## src/rtl/apb_master_pkg.sv

```systemverilog
// Shared types and default widths for the APB requester controller.
// Width defaults match ADDR_WIDTH / DATA_WIDTH in apb_arch.svh.
package apb_master_pkg;

    localparam int APB_ADDR_WIDTH = 32;
    localparam int APB_DATA_WIDTH = 32;

    typedef enum logic [1:0] {
        IDLE   = 2'd0,
        SETUP  = 2'd1,
        ACCESS = 2'd2
    } apb_mst_state_e;

    typedef struct packed {
        logic [APB_DATA_WIDTH-1:0] rdata;
        logic                      slverr;
        logic                      timeout;
    } apb_mst_rsp_t;

endpackage

```

## src/rtl/apb_master_ctrl.sv

```systemverilog
// APB4 requester: one command at a time over valid/ready, SETUP/ACCESS on the bus,
// response back over valid/ready, watchdog abort when pready never arrives.
module apb_master_ctrl
    import apb_master_pkg::*;
#(
    parameter int ADDR_WIDTH     = APB_ADDR_WIDTH,
    parameter int DATA_WIDTH     = APB_DATA_WIDTH,
    parameter int STRB_WIDTH     = DATA_WIDTH / 8,
    parameter int TIMEOUT_CYCLES = 16
) (
    input  logic                  clk,
    input  logic                  rst_n,
    input  logic                  cmd_valid,
    output logic                  cmd_ready,
    input  logic                  cmd_write,
    input  logic [ADDR_WIDTH-1:0] cmd_addr,
    input  logic [DATA_WIDTH-1:0] cmd_wdata,
    input  logic [STRB_WIDTH-1:0] cmd_strb,
    output logic                  rsp_valid,
    input  logic                  rsp_ready,
    output logic [DATA_WIDTH-1:0] rsp_rdata,
    output logic                  rsp_slverr,
    output logic                  rsp_timeout,
    output logic                  psel,
    output logic                  penable,
    output logic                  pwrite,
    output logic [ADDR_WIDTH-1:0] paddr,
    output logic [DATA_WIDTH-1:0] pwdata,
    output logic [STRB_WIDTH-1:0] pstrb,
    input  logic [DATA_WIDTH-1:0] prdata,
    input  logic                  pready,
    input  logic                  pslverr,
    output logic [1:0]            dbg_state
);

    localparam int CNT_W = $clog2(TIMEOUT_CYCLES + 1);
    localparam logic [CNT_W-1:0] CNT_LAST = CNT_W'(TIMEOUT_CYCLES - 1);
    localparam logic [CNT_W-1:0] CNT_MAX  = CNT_W'(TIMEOUT_CYCLES);

    apb_mst_state_e        state_q, state_d;
    logic [CNT_W-1:0]      cnt_q, cnt_d;
    logic                  psel_q, psel_d, penable_q, penable_d, pwrite_q, pwrite_d;
    logic [ADDR_WIDTH-1:0] paddr_q, paddr_d;
    logic [DATA_WIDTH-1:0] pwdata_q, pwdata_d;
    logic [STRB_WIDTH-1:0] pstrb_q, pstrb_d;
    logic                  rsp_valid_q, rsp_valid_d;
    logic [DATA_WIDTH-1:0] rsp_rdata_q, rsp_rdata_d;
    logic                  rsp_slverr_q, rsp_slverr_d, rsp_timeout_q, rsp_timeout_d;

    // Valid/ready: a beat transfers on any rising edge where valid & ready are both 1;
    // valid is held with stable payload until that edge, ready may change freely.
    assign cmd_ready = rst_n & (state_q == IDLE) & (~rsp_valid_q | rsp_ready);

    always_comb begin
        state_d       = state_q;
        cnt_d         = cnt_q;
        psel_d        = psel_q;
        penable_d     = penable_q;
        pwrite_d      = pwrite_q;
        paddr_d       = paddr_q;
        pwdata_d      = pwdata_q;
        pstrb_d       = pstrb_q;
        rsp_valid_d   = rsp_valid_q & ~rsp_ready;
        rsp_rdata_d   = rsp_rdata_q;
        rsp_slverr_d  = rsp_slverr_q;
        rsp_timeout_d = rsp_timeout_q;

        unique case (state_q)
            IDLE: begin
                cnt_d = '0;
                if (cmd_valid && cmd_ready) begin
                    psel_d   = 1'b1;
                    pwrite_d = cmd_write;
                    paddr_d  = cmd_addr;
                    pwdata_d = cmd_wdata;
                    pstrb_d  = cmd_write ? cmd_strb : '0;
                    state_d  = SETUP;
                end
            end
            SETUP: begin
                cnt_d     = '0;
                penable_d = 1'b1;
                state_d   = ACCESS;
            end
            ACCESS: begin
                cnt_d = (cnt_q == CNT_MAX) ? cnt_q : cnt_q + 1'b1;
                if (pready || cnt_q == CNT_LAST) begin
                    // Completion and abort share the response path; pready wins on the last cycle.
                    rsp_valid_d   = 1'b1;
                    rsp_slverr_d  = pready ? pslverr : 1'b1;
                    rsp_timeout_d = ~pready;
                    rsp_rdata_d   = (pready && !pwrite_q && !pslverr) ? prdata : '0;
                    psel_d        = 1'b0;
                    penable_d     = 1'b0;
                    pwrite_d      = 1'b0;
                    paddr_d       = '0;
                    pwdata_d      = '0;
                    pstrb_d       = '0;
                    cnt_d         = '0;
                    state_d       = IDLE;
                end
            end
            default: state_d = IDLE;
        endcase
    end

    always_ff @(posedge clk) begin
        if (!rst_n) begin
            state_q       <= IDLE;
            cnt_q         <= '0;
            psel_q        <= 1'b0;
            penable_q     <= 1'b0;
            pwrite_q      <= 1'b0;
            paddr_q       <= '0;
            pwdata_q      <= '0;
            pstrb_q       <= '0;
            rsp_valid_q   <= 1'b0;
            rsp_rdata_q   <= '0;
            rsp_slverr_q  <= 1'b0;
            rsp_timeout_q <= 1'b0;
        end else begin
            state_q       <= state_d;
            cnt_q         <= cnt_d;
            psel_q        <= psel_d;
            penable_q     <= penable_d;
            pwrite_q      <= pwrite_d;
            paddr_q       <= paddr_d;
            pwdata_q      <= pwdata_d;
            pstrb_q       <= pstrb_d;
            rsp_valid_q   <= rsp_valid_d;
            rsp_rdata_q   <= rsp_rdata_d;
            rsp_slverr_q  <= rsp_slverr_d;
            rsp_timeout_q <= rsp_timeout_d;
        end
    end

    assign psel        = psel_q;
    assign penable     = penable_q;
    assign pwrite      = pwrite_q;
    assign paddr       = paddr_q;
    assign pwdata      = pwdata_q;
    assign pstrb       = pstrb_q;
    assign rsp_valid   = rsp_valid_q;
    assign rsp_rdata   = rsp_rdata_q;
    assign rsp_slverr  = rsp_slverr_q;
    assign rsp_timeout = rsp_timeout_q;
    assign dbg_state   = state_q;

endmodule
```

## config.mk

```make
export PLATFORM = sky130hd
export DESIGN_NAME = apb_master_ctrl
export DESIGN_NICKNAME = d
export VERILOG_FILES = /design/src/rtl/apb_master_pkg.sv /design/src/rtl/apb_master_ctrl.sv
export SDC_FILE = /design/constraint.sdc
export NUM_CORES = 1
export LEC_CHECK = 0
export BUFFER_PORTS_ARGS = -buffer_cell sky130_fd_sc_hd__buf_4
export CAP_MARGIN = 20
export CORE_AREA = 2 2 105 107
export CTS_BUF_LIST = sky130_fd_sc_hd__clkbuf_4
export DETAILED_ROUTE_END_ITERATION = 8
export DIE_AREA = 0 0 107 109
export PLACE_DENSITY = 0.81
export SYNTH_ARGS = -nofsm -noshare
export SYNTH_HDL_FRONTEND = slang
export SYNTH_SLANG_ARGS = --single-unit
```

## constraint.sdc

```tcl
create_clock -name clk -period 2.4 [get_ports clk]
set_input_delay 0.48 -clock clk [delete_from_list [all_inputs] [get_ports clk]]
set_output_delay 0.48 -clock clk [all_outputs]
set_load 0.01 [all_outputs]
```

* After elaboration in Yosys (flattened, before gate mapping)
Index checks and enable logic that the tools add are counted.
Cells by class: reductions and logical operators 16, add/subtract/negate cells 1, equal/unequal tests 7, multiplexer cells 25, bitwise gates (word level) 7
Operators by type and width (count):
- 2-to-1 mux 32 bit | 4
- case mux 32 bit (2 select lines) | 2
- 2-to-1 mux 4 bit | 3
- 2-to-1 mux 5 bit | 2
- case mux 5 bit (2 select lines) | 1
- case mux 4 bit (2 select lines) | 1
- AND reduction 2 bit | 4
- 2-to-1 mux 1 bit | 6
- case mux 1 bit (2 select lines) | 3
- case mux 2 bit (3 select lines) | 1
- nonzero test 2 bit | 3
- adder 5 x 1 -> 5 bit, second input constant | 1
- equality test 5 x 4 -> 1 bit, second input constant | 1
- equality test 5 bit, second input constant | 1
- 2-to-1 mux 2 bit | 2
- bitwise AND 1 bit | 3
- logical AND 1 bit | 3
- != test 3 bit, second input constant | 1
- inverter 1 bit | 3
- AND reduction 3 bit | 1
- equality test 2 x 1 -> 1 bit, second input constant | 1
- equality test 2 bit, second input constant | 1
- zero test 1 bit | 2
- zero test 2 bit | 1
- 5 further kinds | 5
Storage, ports and cells: word-level logic and storage cells 68, output and inout port bits 109, register bits 113

* Logic depth before layout (Yosys ltp)
Gate-level depths: netlist of run 1.
depth after elaboration 6, gate-level depth with buffers 8, gate-level depth less buffers 6

* Worst setup path after synthesis of run 1
Ideal clock, no wire load.
path type register to register, start register cnt_q[0], end register rsp_slverr_q, in the netlist rsp_slverr, buffers on the path 1, slack 0.606 ns, data arrival time 1.677 ns, period minus slack after synthesis 1.794 ns, data required time 2.284 ns, cell stages (with the launch flop) 8, cell sequence dfxtp_1 ha_1 and3_1 ha_1 nor2_2 clkbuf_1 nor2_1 o211a_1
On the way: word-level cells in the longest chain between the ends 3
RTL lines:
- start, declared | RTL line apb_master_ctrl.sv:41 | logic [CNT_W-1:0] cnt_q, cnt_d;
- start signal, assigned | RTL line apb_master_ctrl.sv:123 | cnt_q <= cnt_d;
- equality test 5 x 4 -> 1 bit | RTL line apb_master_ctrl.sv:87 | if (pready || cnt_q == CNT_LAST) begin
- logical OR 1 bit | RTL line apb_master_ctrl.sv:87
- AND reduction 2 bit (no source line)
- end signal, assigned | RTL line apb_master_ctrl.sv:132 | rsp_slverr_q <= rsp_slverr_d;
- end, declared | RTL line apb_master_ctrl.sv:48 | logic rsp_slverr_q, rsp_slverr_d, rsp_timeout_q, rsp_timeout_d;
No other way between the ends. A chain may end at the register's enable or synchronous reset.

* Final worst setup path of run 1
start register state_q[1], in the netlist dbg_state[1], end output cmd_ready
On the way: word-level cells in the longest chain between the ends 3
RTL lines:
- start, declared | RTL line apb_master_ctrl.sv:40 | apb_mst_state_e state_q, state_d;
- start signal, assigned | RTL line apb_master_ctrl.sv:122 | state_q <= state_d;
- zero test 2 bit | RTL line apb_master_ctrl.sv:52 | assign cmd_ready = rst_n & (state_q == IDLE) & (~rsp_valid_q | rsp_ready);
- bitwise AND 1 bit (2 in series) | RTL line apb_master_ctrl.sv:52
- end, declared | RTL line apb_master_ctrl.sv:14 | output logic cmd_ready,
No other way between the ends.

==> metrics.md, run 1 <==
| Metric | Value |
|---|---|
| CTS clk-pin slew, worst paths | 100 ps |
| PostCTS Resize Cnt | 0 |
| Unrepaired setup endpoints after global routing | false |
| PortBufs | 215 |
| Max Slew Vio Count | 0 |
| Largest net degree at the start of global routing | 71 |
| Initial antenna violation count | 1 |
| Via count | 4,536 |
| PD cells | 567 nW/um^2 |
| Reg power frac | 51.9% |
| Clk root buf | clkbuf_4 |
| Clock skew | 17.5 ps |
| Fin area | 6950 um^2 |
| F_max | 0.479 GHz |
| Placed instance count | 835 |
| Hold depth | 3 |
| # hold bufs at CTS | 0 |
| Minimum clock period | 2090 ps |
| Syn. warnings | 0 |
| Number of flops mapped to enable cells by yosys | 0 |
| Setup crit end kind | output pin |
| FF/Latch Area | 2260 um^2 |
| Leak | 0.00352 uW |
| HPWL after DPL | 9.28 mm |
| Clock power frac | 30.4% |
| Rows | 38 |
| Area Overhead vs Synth | 37.1% |
| Sw Ratio | 26.7% |
| NetSw | 1050 uW |
| Logic pwr share | 17.7% |
| GP Congestion | 0.752 |
| DIE AREA | 11,700 um^2 |
| Final setup viols | 0 |
| GRT Util Overall | 22.7% |
| CP required | 1920 ps |
| Postcts setup bufs | 0 |
| Dpl cell area | 6720 um^2 |
| Reg-to-reg startpoint | cnt_q[0]$_SDFFE_PN0P_ |
| Crit Path Category | register to output pin |
| Setup crit start kind | register |
| Mapped Nets | 629 |
| Die height | 109 um |
| CP max FO | 9 |
| Number of global-route vias before repair | 4,459 |
| Worst Hold Class | input port to register |
| Crit Reg-Reg Endpoint | paddr[29]$_SDFFE_PN0P_ |
| Hold Startpoint | cmd_addr[17] |
| Longest Clk Path Bufs | 2 |
| Internal Power | 2890 uW |
| Number of synthesized register bits | 113 |
| Vias per cell | 5.23 |
| Die Wd | 107 um |
| CP max stage delay | 440 ps |
| Final Net Count | 824 |
| Wire per inst | 15.3 um |
| Setup TNS | 0 ps |
| H-tree levels | 4 |
| Max Cap Violations | 0 |
| IO Count | 216 |
| Ys async rst share | 0% |
| TritonCTS clock tree | yes |
| Synth cell types | 35 |
| Run status | finished, final reports clean |
| Mapped cell area | 5070 um^2 |
| First-pass GRT wire length | 21.0 mm |
| Detail Route Antenna Nets | 0 |
| Worst VDD drop | 0.000319 V |
| Initial core utilization | 47.8% |
| DRT Wirelength | 13.3 mm |
| Worst path arrival time | 1610 ps |
| CTS sink cnt | 113 |
| Non-Filler Instances | 867 |
| Worst r2r path cells | 7 |
| Cell breakdown of the critical path | nor3b_2 -> and2_1 -> buf_4 |
| Post-synthesis average cell area | 9.77 um^2 |
| Filler cells | 874 |
| Drc violations | 0 |
| Total gr overflow | 0 |
| Worst-margin pin slew | 632 ps |
| First-pass detailed-route iteration total | 5 |
| Reg-to-reg slack, setup | 390 ps |
| Delay-heaviest family, CP | simple AND/OR/NAND/NOR gates |
| Register area share after synthesis | 44.6% |
| Core area | 10,600 um^2 |
| 1st-iter DRT viols | 250 |
| Fin. Hold Viols | 0 |
| CTS buffer count | 17 |
| Multi-input logic area | 2260 um^2 |
| Syn Inst Count | 519 |
| Share of cells above drive strength 1 | 36.4% |
| Worst Hold Path EP | paddr[17]$_SDFFE_PN0P_ |
| Slew headroom | 57.8% |
| Period utilization | 86.9% |
| Synth Flop Type | dfxtp_1 |
| Worst path slowest cell | dfxtp_1 |
| Worst Path Buf+Inv | 1 |
| Worst-skew pair later-pin latency | 500 ps |
-- through the flow --
stage	worst slack (ps)	hold slack, ps	total power, uW	util [%]
6_report	314	206	3940	65.6
3_5_place_dp	384	465	2790	63.4
5_1_grt	200	174	4130	65.6
2_1_floorplan	606	443	2420	-
4_1_cts	285	167	3980	65.5
3_3_place_gp	502	455	2770	63.4
-- cells in the mapped netlist, types with 4 or more instances --
library cell | n | share of area [%]
nand3_1 | 6 | 0.59
o21ai_0 | 35 | 3.5
inv_1 | 72 | 5.3
buf_4 | 4 | 0.59
dfxtp_1 | 113 | 45
mux2i_1 | 71 | 14
nand4_1 | 4 | 0.49
nand3b_1 | 33 | 4.9
a21boi_1 | 32 | 4.7
buf_2 | 17 | 1.7
buf_6 | 10 | 2.2
nand2_1 | 4 | 0.30
o211ai_1 | 69 | 10
clkbuf_1 | 20 | 1.5
-- kinds of logic after synthesis --
| family | after synthesis | share of synthesized area, % |
|---|---|---|
| multiplexers | 71 | 14.0 |
| AND/OR/NAND/NOR | 63 | 8.86 |
| AO/OA/AOI/OAI | 145 | 20.3 |
| buffers and inverters | 123 | 11.3 |
| adder cells (fa/ha/maj) | 3 | 0.741 |
| flip-flops | 113 | 44.6 |
| XOR/XNOR | 1 | 0.173 |
-- worst max-delay path by stage --
stage	startpoint	slack, ps	cells after the start	endpoint
3_5_place_dp	cnt_q[0]$_SDFFE_PN0P_	380	7	paddr[29]$_SDFFE_PN0P_
5_1_grt	cnt_q[0]$_SDFFE_PN0P_	200	7	paddr[29]$_SDFFE_PN0P_
6_report	dbg_state[1]$_SDFFE_PN0P_	310	3	cmd_ready
4_1_cts	dbg_state[1]$_SDFFE_PN0P_	290	3	cmd_ready
2_1_floorplan	cnt_q[0]$_SDFFE_PN0P_	610	7	rsp_slverr$_SDFFE_PN0P_
3_3_place_gp	cnt_q[0]$_SDFFE_PN0P_	500	7	paddr[17]$_SDFFE_PN0P_
-- sequential cells by signal, summed over array words and instances (netlist names) --
register,flops
rsp_slverr,1
pwdata,32
rsp_timeout,1
paddr,32
psel,1
rsp_valid,1
dbg_state,2
rsp_rdata,32
pwrite,1
penable,1
pstrb,4
cnt_q,5
-- placed cells by master (no fill, tap or decap), drive strengths merged, types with 3 or more instances in the layout --
master  instances
o211ai         69
nand2           4
buf           227
clkinv          9
nand4           4
a21boi         34
ha              3
inv            72
nand3           6
dfxtp         113
o21ai          35
nand3b         33
clkbuf         21
nor2            4
mux2i          71
-- worst register-to-register path, cell delays in order, from the launching register on --
cell	delay [ps]
dfxtp_1	370
ha_1	250
and3_1	200
ha_1	250
nor2_4	170
buf_4	360
o211ai_1	170
mux2i_1	190
-- per-layer routing --
layer  vias up  global-route usage, %  routed length [um]
met1      2141                   26.2                5390
met3        26                   6.10                 926
met4         0                   10.7                 333
met2       151                   39.0                6620
li1       2218                      -                   -
met5         -                      0                   0
-- area by class of cell --
cell class	instances	area share (%)
antenna	1	0.0360
timing repair buffer	227	25.2
tap	140	2.52
clock inverter	10	1.01
inverter	72	3.89
clock buffer	21	2.27
sequential	113	32.5
multi-input combinational	283	32.5
-- power by group through the flow --
| stage | logic, uW | registers, uW | clock network (uW) |
|---|---|---|---|
| finish | 698 | 2050 | 1200 |
| global route | 751 | 2060 | 1320 |
| CTS | 703 | 2050 | 1240 |
| detailed placement | 703 | 2090 | 0 |
| global placement | 685 | 2080 | 0 |
| floorplan | 292 | 2130 | 0 |
(Power assumes the default switching activity.)
==> inputs of run 2 (changes only) <==
Settings changed: SETUP_SLACK_MARGIN set to 0.4.
==> run 2 against run 1 <==
Compared with the run above:
- clock skew increased by 0.93 ps
- cell area rose by 2.1%
- total power rose by 0.90%
- critical path depth is the same
- sequential power is essentially flat
- global-route usage rose by 0.064 points
- via count rose by 2.1%
- flip-flop and latch count unchanged
- die area unchanged
- setup slack better by 220 ps
- highest routed layer unchanged
==> metrics.md, run 2 (synthesis results as in run 1) <==
| Metric | Value |
|---|---|
| Worst-margin pin slew | 619 ps (-13.7 ps) |
| Minimum clock period | 1870 ps (-217 ps) |
| First-pass GRT wire length | 21.1 mm (+0.26%) |
| Placed instance count | 835 (unchanged) |
| Clk root buf | clkbuf_4 |
| Leak | 0.00359 uW (+1.9%) |
| Setup crit start | dbg_state[0]$_SDFFE_PN0P_ |
| CTS buffer count | 17 (unchanged) |
| Wire per inst | 16.1 um (+5.0%) |
| Slew headroom | 58.7% (+0.91 points) |
| CP required | 1920 ps (about the same) |
| Detail Route Antenna Nets | 0 (unchanged) |
| CTS clk-pin slew, worst paths | 100 ps (about the same) |
| HPWL after DPL | 9.28 mm (unchanged) |
| Initial core utilization | 47.8% (unchanged) |
| GP Congestion | 0.752 (unchanged) |
| DIE AREA | 11,700 um^2 (unchanged) |
| 1st-iter DRT viols | 277 (+11%) |
| Crit Path Category | register to output pin |
| Run status | finished, final reports clean |
| Area Overhead vs Synth | 40.0% |
| Worst path arrival time | 1390 ps (-220 ps) |
| Clock skew | 18.5 ps (+0.929 ps) |
| CTS sink cnt | 113 (unchanged) |
| Setup crit end kind | output pin |
| Die Wd | 107 um (unchanged) |
| Worst-skew pair later-pin latency | 500 ps (about the same) |
| Share of cells above drive strength 1 | 37.5% (+1.2 points) |
| Initial antenna violation count | 1 (unchanged) |
| Longest Clk Path Bufs | 2 (unchanged) |
| Worst Hold Class | input port to register |
| F_max | 0.535 GHz (+12%) |
| Via count | 4,630 (+2.1%) |
| Unrepaired setup endpoints after global routing | false |
| Number of global-route vias before repair | 4,464 (+0.11%) |
| Period utilization | 77.9% (-9.0 points) |
| PD cells | 560 nW/um^2 (-1.2%) |
| Non-Filler Instances | 874 (+0.81%) |
| Core area | 10,600 um^2 (unchanged) |
| Rows | 38 (unchanged) |
| Final setup viols | 0 (unchanged) |
| Largest net degree at the start of global routing | 71 (unchanged) |
| Setup crit start kind | register |
| CP max FO | 7 (-2) |
| DRT Wirelength | 14.1 mm (+5.8%) |
| Drc violations | 0 (unchanged) |
| Filler cells | 859 (-1.7%) |
| Max Slew Vio Count | 0 (unchanged) |
| Setup TNS | 0 ps (unchanged) |
| GRT Util Overall | 22.7% (+0.064 points) |
| Fin. Hold Viols | 0 (unchanged) |
| Commonest non-fill, non-tap cells in the layout | buf_4, dfxtp_1, inv_1 |
| Max Cap Violations | 0 (unchanged) |
| Most common cell after layout, fill and taps aside | buf_4 |
| Total gr overflow | 0 (unchanged) |
| # hold bufs at CTS | 0 (unchanged) |
| Final Net Count | 831 (+0.85%) |
| First-pass detailed-route iteration total | 4 (-1) |
| Hold Startpoint | cmd_addr[17] |
| Die height | 109 um (unchanged) |
| Worst VDD drop | 0.000318 V (-0.11%) |
| PortBufs | 215 (unchanged) |
| TritonCTS clock tree | yes |
| H-tree levels | 4 (unchanged) |
| IO Count | 216 (unchanged) |
| Reg-to-reg startpoint | cnt_q[0]$_SDFFE_PN0P_ |
| Vias per cell | 5.30 (+1.3%) |
run 2: cell count changes in the layout (fill, tap and decap cells not counted), sizes merged:
| cell | before | now |
|---|---|---|
| clkbuf | 21 | 24 |
| buf | 227 | 231 |
run 2: final timing paths:
kind              slack [ps]  cells past startpoint                    endpoint
setup / recovery         530                      3                   cmd_ready
hold reg to reg          480                      2  rsp_rdata[14]$_SDFFE_PN0P_
hold / removal           210                      3      paddr[17]$_SDFFE_PN0P_
setup reg to reg         540                      6       cnt_q[2]$_SDFFE_PN0P_
run 2: layout make-up:
cell class	count	area (um^2)	area share (%)
multi-input combinational	283	2270	31.9
sequential	113	2270	31.9
timing repair buffer	234	1890	26.6
inverter	72	270	3.81
tap	140	175	2.47
clock buffer	21	158	2.22
clock inverter	10	70.1	0.987
antenna	1	2.50	0.0353
run 2: what timing repair did:
action / CTS / global route
endpoints found under the setup margin: 2 / 94
pin swaps: 1 / 1
resized for setup: 3 / 5
buffers inserted: 1 / 2
cloned: 0 / 4
run 2: critical path, cell delays in order (launching register included):
cell	delay, ps
dfxtp_2	400
nor3b_4	230
and2_1	150
buf_4	120
run 2: layer usage:
metal | wire (um) | vias to the layer above | global-route usage, % | part of all wire, %
met5 | 0 | - | 0 | 0
met4 | 371 | 0 | 10.7 | 2.6
met3 | 1060 | 30 | 6.10 | 7.5
met2 | 7060 | 170 | 39.0 | 50
met1 | 5570 | 2196 | 26.4 | 40
li1 | - | 2234 | - | -
run 2: through the flow:
| step | utilization [%] | setup WS [ps] | hold slack [ps] | total power (uW) | instance area (um^2) |
|---|---|---|---|---|---|
| 2_1_floorplan | - | 606 | 443 | 2420 | 5070 |
| 3_3_place_gp | 63.4 | 502 | 455 | 2770 | 6720 |
| 3_5_place_dp | 63.4 | 384 | 465 | 2790 | 6720 |
| 4_1_cts | 65.7 | 419 | 167 | 3990 | 6970 |
| 5_1_grt | 66.9 | 396 | 174 | 4170 | 7100 |
| 6_report | 66.9 | 530 | 208 | 3980 | 7100 |
run 2: power breakdown:
group | switching (uW) | total, uW | internal (uW)
clock | 667 | 1200 | 532
sequential | 65.8 | 2050 | 1980
combinational | 333 | 731 | 398
==> inputs of run 3 (changes only) <==
Settings changed: ABC_AREA set to 1, CORE_AREA 2 2 105 107 to 2 2 114 116, DIE_AREA 0 0 107 109 to 0 0 116 118, PLACE_DENSITY 0.81 to 0.78.
Clock period 2.4 ns to 1.55 ns, I/O delays scaled along.
==> run 3 against run 2 <==
Compared with the run above:
- the run now ends with setup timing left
- cell area rose by 45%
- global-route usage rose by 4.3 points
- core utilization rose by 16 points
- final cell count rose by 42%
- register-to-register slack got worse by 730 ps
- critical path type is now register to register
- largest power group unchanged
==> metrics.md, run 3 <==
| Metric | Value |
|---|---|
| Max Cap Violations | 0 (unchanged) |
| Commonest non-fill, non-tap cells in the layout | nand2_1, buf_4, buf_6 |
| Initial antenna violation count | 1 (unchanged) |
| Sw Ratio | 31.1% (+4.3 points) |
| DIE AREA | 13,700 um^2 (+17%) |
| CP max FO | 15 (+8) |
| CP required | 2050 ps (+130 ps) |
| Final setup viols | 106 (+106) |
| Vias per cell | 5.14 (-3.0%) |
| Syn. warnings | 0 (unchanged) |
| Max Slew Vio Count | 0 (unchanged) |
| Worst VDD drop | 0.000506 V (+59%) |
| Syn Inst Count | 755 (+45%) |
| Reg power frac | 44.4% (-7.1 points) |
| Number of global-route vias before repair | 5,871 (+32%) |
| Worst Hold Class | input port to register |
| Leak | 0.00505 uW (+41%) |
| NetSw | 2280 uW (+110%) |
| Pwr Total | 7310 uW (+84%) |
| Largest net degree at the start of global routing | 72 (+1.4%) |
| Synth Flop Type | dfxtp_1 |
| Ys async rst share | 0% (unchanged) |
| H-tree levels | 4 (unchanged) |
| Worst path arrival time | 2230 ps (+840 ps) |
| Internal Power | 5030 uW (+73%) |
| Worst-skew pair later-pin latency | 570 ps (+70 ps) |
| IO Count | 216 (unchanged) |
| Die Wd | 116 um (+8.4%) |
| Most common cell after layout, fill and taps aside | nand2_1 |
| Final core occ | 82.8% (+16 points) |
| Filler cells | 691 (-20%) |
| Number of flops mapped to enable cells by yosys | 0 (unchanged) |
| Synth top area share | 40.1% (-4.5 points) |
| HPWL after DPL | 10.3 mm (+11%) |
| Ranking of synthesized cells by area | dfxtp_1, nand2_1, nand3_2, a21boi_1, inv_1 |
| Crit Path Category | register to register |
| Total gr overflow | 0 (unchanged) |
| Area Overhead vs Synth | 82.2% |
| FF/Latch Area | 2420 um^2 (+6.8%) |
| Rows | 41 (+7.9%) |
| Synth area leader | dfxtp_1 |
| Clock power frac | 27.0% (-3.1 points) |
| Register area share after synthesis | 40.1% (-4.5 points) |
| First-pass detailed-route iteration total | 4 (unchanged) |
| Fin. Hold Viols | 0 (unchanged) |
| DRT Wirelength | 22.4 mm (+59%) |
| Via count | 6,392 (+38%) |
| Multi-input logic area | 3470 um^2 (+53%) |
| Drc violations | 0 (unchanged) |
| Wire per inst | 18.0 um (+12%) |
| CTS clk-pin slew, worst paths | 110 ps (about the same) |
| Unrepaired setup endpoints after global routing | true |
| Synth cell types | 24 (-31%) |
| CTS buffer count | 17 (unchanged) |
| Run status | finished, violations left |
| Share of cells above drive strength 1 | 64.2% (+27 points) |
| Clock skew | 28.7 ps (+10.3 ps) |
| GP Congestion | 0.778 (+3.4%) |
| Initial core utilization | 45.4% (-2.4 points) |
| Final Net Count | 1,169 (+41%) |
| PD cells | 711 nW/um^2 (+27%) |
| Worst-margin pin slew | 510 ps (-109 ps) |
| Clk root buf | clkbuf_4 |
| Slew headroom | 66.0% (+7.2 points) |
| F_max | 0.576 GHz |
| Minimum clock period | 1740 ps |
| Leading cell types by count after synthesis | nand2_1, dfxtp_1, inv_1, nor2_1, nand3_2 |
| Logic pwr share | 28.6% (+10 points) |
| First-pass GRT wire length | 29.0 mm (+38%) |
| Core area | 12,400 um^2 (+17%) |
| CTS sink cnt | 113 (unchanged) |
| Final WS setup | -186 ps (-716 ps) |
| Detail Route Antenna Nets | 0 (unchanged) |
| PortBufs | 215 (unchanged) |
| GRT Util Overall | 27.0% (+4.3 points) |
| Failing checks | setup timing |
| Most instantiated library cell after synthesis | nand2_1 |
| Post-synthesis average cell area | 7.47 um^2 (-23%) |
| Mapped cell area | 5640 um^2 (+11%) |
| TritonCTS clock tree | yes |
| Setup crit start kind | register |
| Period utilization | 112% |
| Number of synthesized register bits | 113 (unchanged) |
| 1st-iter DRT viols | 483 (+74%) |
| Longest Clk Path Bufs | 2 (unchanged) |
| Mapped Nets | 865 (+38%) |
| Setup crit end kind | register |
| Die height | 118 um (+8.3%) |
[run 3: final timing paths]
check | start | endpoint | slack [ps] | cells past startpoint
hold / removal | prdata[21] | rsp_rdata[21]$_SDFFE_PN0P_ | 20 | 3
hold reg to reg | rsp_rdata[13]$_SDFFE_PN0P_ | rsp_rdata[13]$_SDFFE_PN0P_ | 480 | 2
setup / recovery | cnt_q[0]$_SDFFE_PN0P_ | paddr[0]$_SDFFE_PN0P_ | -190 | 12
setup reg to reg | cnt_q[0]$_SDFFE_PN0P_ | paddr[0]$_SDFFE_PN0P_ | -190 | 12
[run 3: what timing repair did]
action,CTS,global route
setup endpoints to repair,221,221
setup buffers,38,17
pin swaps,52,62
gates resized for setup,270,164
gates cloned,12,8
hold buffers,18,1
hold endpoints to repair,18,1
[run 3: final cells by class]
type / count / share of cell area, %
inverter: 84 / 3.09
antenna: 1 / 0.0243
clock buffer: 20 / 1.46
sequential: 113 / 23.6
multi-input combinational: 502 / 33.7
clock inverter: 11 / 0.706
tap: 172 / 2.09
timing repair buffer: 341 / 35.3
[run 3: per-layer routing]
metal,track usage (%),share of wire [%],up-vias
met3,9.06,7.4,67
li1,-,-,2982
met1,30.6,37,3043
met5,0,0,-
met2,45.2,52,300
met4,12.4,3.5,0
[run 3: power by group through the flow]
stage,logic [uW],clock network [uW],registers [uW]
global route,2240,2110,3260
detailed placement,1540,0,3250
floorplan,806,0,3330
finish,2090,1970,3250
global placement,1510,0,3250
CTS,1850,1920,3220
[run 3: cell families (layout without fill, tap and decap cells)]
group | count (synthesis) | in the layout | share of synthesized area [%]
simple gates | 385 | 386 | 34.4
fa+ha+maj | 3 | 3 | 0.665
buf+inv | 141 | 456 | 11.8
flops | 113 | 113 | 40.1
compound gates | 113 | 113 | 13.0
other cells | 0 | 1 | 0
[run 3: worst max-delay path, cell delays in order (launching register included)]
cell     delay, ps
dfxtp_4        370
ha_4           140
nand2_4         60
nor2_4         100
ha_4           150
inv_2           50
nand2_4        110
nand2_8        100
buf_12         170
buf_16         160
nand3_2         70
nand2_1         60
nor2_1         130
[run 3: metrics by stage]
stage	area (um^2)	TNS, ps	hold WS, ps	setup WS [ps]	cells
floorplan	5840	-64.7	457	-1.62	755
global placement	7620	-143	448	-27.8	1118
detailed placement	7620	-3050	453	-83.6	1118
CTS	9420	-7960	1.14	-149	1217
global route	10300	-18830	-2.40	-275	1244
finish	10300	-10820	19.0	-186	1244
